## src/rtl/bcd_updown_sseg_display.sv

```systemverilog
// bcd_updown_sseg_display: prescaled BCD up/down counter with load, wrap/saturate, tc pulse and blanked multiplexed display
module bcd_updown_sseg_display #(
  parameter int N = 3,
  parameter int DIGITS = 4,
  parameter int REFRESH_BITS = 2,
  parameter int BLANK_LZ = 1
) (
  input  logic                  clk,
  input  logic                  rst,
  input  logic                  en,
  input  logic                  direction,
  input  logic                  load,
  input  logic [4*DIGITS-1:0]   load_val,
  input  logic                  sat_mode,
  output logic [4*DIGITS-1:0]   count,
  output logic                  tc,
  output logic [7:0]            an,
  output logic [7:0]            sseg
);
  logic [N-1:0] psc;
  logic [REFRESH_BITS-1:0] div;
  logic [2:0] idx;
  logic tick, c, b, wrap, seen;
  logic [4*DIGITS-1:0] inc, dec, ld;
  logic [31:0] pad;
  logic [7:0] blank;
  function automatic logic [7:0] seg7(input logic [3:0] d);
    case (d)
      4'd0: return 8'hC0;
      4'd1: return 8'hF9;
      4'd2: return 8'hA4;
      4'd3: return 8'hB0;
      4'd4: return 8'h99;
      4'd5: return 8'h92;
      4'd6: return 8'h82;
      4'd7: return 8'hF8;
      4'd8: return 8'h80;
      4'd9: return 8'h90;
      default: return 8'hFF;
    endcase
  endfunction
  assign tick = en & (&psc);
  assign pad = 32'(count);
  assign wrap = direction ? b : c;
  always_comb begin
    c = 1'b1;
    b = 1'b1;
    inc = '0;
    dec = '0;
    ld = '0;
    for (int i = 0; i < DIGITS; i++) begin
      inc[4*i +: 4] = (c && count[4*i +: 4] == 4'd9) ? 4'd0 : count[4*i +: 4] + {3'd0, c};
      dec[4*i +: 4] = (b && count[4*i +: 4] == 4'd0) ? 4'd9 : count[4*i +: 4] - {3'd0, b};
      ld[4*i +: 4] = (load_val[4*i +: 4] > 4'd9) ? 4'd9 : load_val[4*i +: 4];
      c = c & (count[4*i +: 4] == 4'd9);
      b = b & (count[4*i +: 4] == 4'd0);
    end
  end
  // a digit is blank when it and every digit above it are zero
  always_comb begin
    seen = 1'b0;
    blank = '0;
    for (int i = 7; i >= 0; i--) begin
      seen = seen | (pad[4*i +: 4] != 4'd0);
      blank[i] = (BLANK_LZ != 0) && (i != 0) && !seen;
    end
  end
  always_ff @(posedge clk) begin
    if (rst) begin
      psc <= '0;
      count <= '0;
      tc <= 1'b0;
    end else if (load) begin
      psc <= '0;
      count <= ld;
      tc <= 1'b0;
    end else begin
      psc <= en ? psc + 1'b1 : psc;
      tc <= tick & wrap & ~sat_mode;
      if (tick && !(wrap && sat_mode)) count <= direction ? dec : inc;
    end
  end
  always_ff @(posedge clk) begin
    if (rst) begin
      div <= '0;
      idx <= '0;
      an <= 8'hFE;
      sseg <= 8'hC0;
    end else begin
      div <= div + 1'b1;
      if (&div) idx <= (idx == 3'(DIGITS - 1)) ? 3'd0 : idx + 3'd1;
      an <= ~(8'd1 << idx);
      sseg <= blank[idx] ? 8'hFF : seg7(pad[{idx, 2'b00} +: 4]);
    end
  end
endmodule

```

## config.mk

```make
export PLATFORM = sky130hd
export DESIGN_NAME = bcd_updown_sseg_display
export DESIGN_NICKNAME = d
export VERILOG_FILES = /design/src/rtl/bcd_updown_sseg_display.sv
export SDC_FILE = /design/constraint.sdc
export NUM_CORES = 1
export LEC_CHECK = 0
export ABC_AREA = 1
export CAP_MARGIN = 20
export CORE_MARGIN = 5
export CORE_UTILIZATION = 35
export CTS_CLUSTER_DIAMETER = 40
export CTS_CLUSTER_SIZE = 25
export DETAILED_ROUTE_END_ITERATION = 12
export GPL_TIMING_DRIVEN = 0
export HOLD_SLACK_MARGIN = 0.06
export PLACE_DENSITY = 0.55
export SLEW_MARGIN = 30
export SYNTH_ARGS = -nofsm -noshare
export SYNTH_HDL_FRONTEND = slang
export SYNTH_SLANG_ARGS = --single-unit
```

## constraint.sdc

```tcl
create_clock -name clk -period 3.3 [get_ports clk]
set_input_delay 0.66 -clock clk [delete_from_list [all_inputs] [get_ports clk]]
set_output_delay 0.66 -clock clk [all_outputs]
set_load 0.03 [all_outputs]
```

==> results.toml <==
[clocking]
clock-sinks = 40
cts.root.buffer_cell = "clkbuf_8"
cts_hold_buf = 0
post_cts_buffers = 0
h-tree-depth = 2
cts_buffers = 5
cts_tree = "yes"
post_cts_resized = 0
clk_pin_slew_ns = 0.08
clock_latency_ns = 0.31
cts_max_path_buffers = 2

[placement]
portBuffers = 53
finalWeightedCongestion = 0.891
post-dp-hpwl_um = 6260
dp_cells = 613

[yosys]
synth_seq_cells = 40
synth-edff-count = 0
synthesis.area_um2 = 2900
synthFlopType = "dfxtp_1"
synth-seq-area-share_pct = 27.7
synth_area_per_cell_um2 = 6.36
syn_nets = 501
ys_async_sr_fraction_pct = 0
yosysWarnings = 0
yosysUniqueCellTypes = 34
synthCells = 455

[route]
ant_nets = 0
via_per_inst = 4.77
drc = 0
num_vias = 2964
drt_wl_total_um = 7940
wire_per_inst_um = 12.8
drt_iter0_markers = 116
firstDrtPassIters = 4

[floorplan]
pin_count = 55
die_w_um = 101
die_h_um = 101
rows = 33
die_area_um2 = 10200
start_util_pct = 35.6
core_area_um2 = 8130

[cells_and_area]
antennaDiodeCount = 0
fillers = 886
seqCellArea_um2 = 801
postLayoutCoreUtil_pct = 45.1
multi_input_area_um2 = 1820
area_delta_synth_final_pct = 26.8
layout.nets = 561
layout-drive-gt1-share_pct = 8.72
final_cell_count_no_fill = 621

[power]
p_total_mw = 1.41
switchingPower_uw = 495
p_leak_nw = 1.79
combPwrFrac_pct = 30.8
p_seq_share_pct = 38.6
power_density_nw_per_um2 = 384
swShare_pct = 35.1
p_int_uw = 916
ir_drop_uv = 169
clockPowerShare_pct = 30.5

[global_route]
grt_pass1_vias = 2831
antenna_found_initial = 0
grt_pass1_wl_um = 13200
grt.overflow.total = 0
gr-usage-all-layers_pct = 16.2
grt_max_degree = 15

[sta]
clock.fmax_mhz = 434
slew_headroom_pct = 62.1
clock_skew_ns = 0.0141
hold_ws_ns = 0.425
rsz0062_at_grt = "false"
report.final.slew_viol_count = 0
setup_viol = 0
setup_tns_ns = 0
min_period_ns = 2.30
tightest_slew_ns = 0.568
min_period_over_period_pct = 69.8
hold_viol_final = 0

[critical_path]
cp-start-kind = "primary input"
crit_arrival_ns = 2.48
critPathRequiredTime_ns = 3.48
cp_max_fo = 10
end_kind = "flop"
reg2reg_slack_ns = 1.13
timing_worst_setup_path_type = "in -> reg"

[run]
maxCapViolCount = 0

[run_status]
outcome = "finished clean"

[worst_hold_path]
hold_class = "reg -> reg"
-- worst paths after layout --
path	start	endpoint	cells after the start
hold reg to reg	div[0]	div[0]	1
setup / recovery	en	count[11]	8
hold / removal	div[0]	div[0]	1
setup reg to reg	count[0]	count[14]	14
-- per-stage QoR --
step | cell area [µm²] | worst slack [ns]
after detailed placement | 3560 | 0.672
after CTS | 3670 | 0.995
after global placement | 3560 | 0.661
after floorplan | 2900 | 1.22
after global routing | 3670 | 0.804
final | 3670 | 0.998
-- power by group through the flow --
| stage | sequential [mW] | clock, mW | combinational [mW] |
|---|---|---|---|
| after floorplan | 0.603 | 0 | 0.242 |
| final | 0.545 | 0.431 | 0.435 |
| after global placement | 0.557 | 0 | 0.434 |
| after detailed placement | 0.557 | 0 | 0.436 |
| after global routing | 0.550 | 0.461 | 0.493 |
| after CTS | 0.545 | 0.443 | 0.438 |
-- sequential cells by signal (all words and copies together) (netlist names) --
signal,count
count,16
an,8
sseg,7
idx,3
psc,3
div,2
tc,1
-- synth_stat cells, types with 2 or more instances --
cell type / number / area share, %
o21ai_0: 20 / 3.5
dfxtp_1: 40 / 28
nand2_4: 2 / 0.78
nor3_1: 3 / 0.52
buf_2: 4 / 0.69
nand3_1: 47 / 8.1
inv_1: 43 / 5.6
nand3_2: 2 / 0.69
buf_4: 2 / 0.52
nor2_1: 54 / 7.0
clkbuf_1: 8 / 1.0
nor2_2: 12 / 2.6
inv_2: 3 / 0.39
a22oi_1: 2 / 0.52
xnor2_1: 2 / 0.61
o211ai_1: 3 / 0.78
nand2_2: 3 / 0.65
or2_2: 2 / 0.43
nand3b_1: 2 / 0.52
clkinv_1: 2 / 0.26
a21oi_1: 20 / 3.5
nor2_4: 4 / 1.6
xor2_1: 7 / 2.1
ha_1: 24 / 10
nand2_1: 135 / 18
-- worst max-delay path: stages --
cell	delay, ns
clkdlybuf4s50_1	0.49
nand2_1	0.15
nor2_1	0.05
nor2_1	0.36
clkbuf_1	0.50
nand3_1	0.13
nand2_1	0.09
nor2_1	0.04
-- cell type report --
cell class,instances,share of cell area [%]
Multi-Input combinational cell,350,49.7
Sequential cell,40,21.8
Timing Repair Buffer,53,14.4
Inverter,49,5.14
Tap cell,105,3.58
Buffer,16,2.21
Clock buffer,5,1.87
Clock inverter,3,1.26
-- kinds of logic after synthesis --
family	after synthesis	share of synthesized area, %
AO/OA/AOI/OAI	48	8.99
XOR/XNOR	9	2.72
adder cells (fa/ha/maj)	24	10.4
buffers and inverters	65	9.33
flip-flops	40	27.7
other	1	0.130
AND/OR/NAND/NOR	268	40.8
-- cell usage in the layout (no fill, tap or decap), types with 3 or more instances in the layout --
| master | instances |
|---|---|
| nand2_1 | 135 |
| nor2_1 | 54 |
| clkdlybuf4s50_1 | 53 |
| nand3_1 | 47 |
| inv_1 | 43 |
| dfxtp_1 | 40 |
| ha_1 | 24 |
| a21oi_1 | 20 |
| o21ai_0 | 20 |
| nor2_2 | 12 |
| clkbuf_1 | 8 |
| xor2_1 | 7 |
| clkbuf_8 | 5 |
| buf_2 | 4 |
| nor2_4 | 4 |
| o211ai_1 | 3 |
| nand2_2 | 3 |
| inv_2 | 3 |
| nor3_1 | 3 |
-- metal layers --
| layer | routed length, µm | vias up | GRT usage, % |
|---|---|---|---|
| li1 | - | 1561 | - |
| met1 | 3720 | 1326 | 21.9 |
| met2 | 3740 | 70 | 27.1 |
| met3 | 415 | 7 | 2.70 |
| met4 | 70 | 0 | 3.68 |
| met5 | 0 | - | 0 |
(Power assumes the default switching activity.)
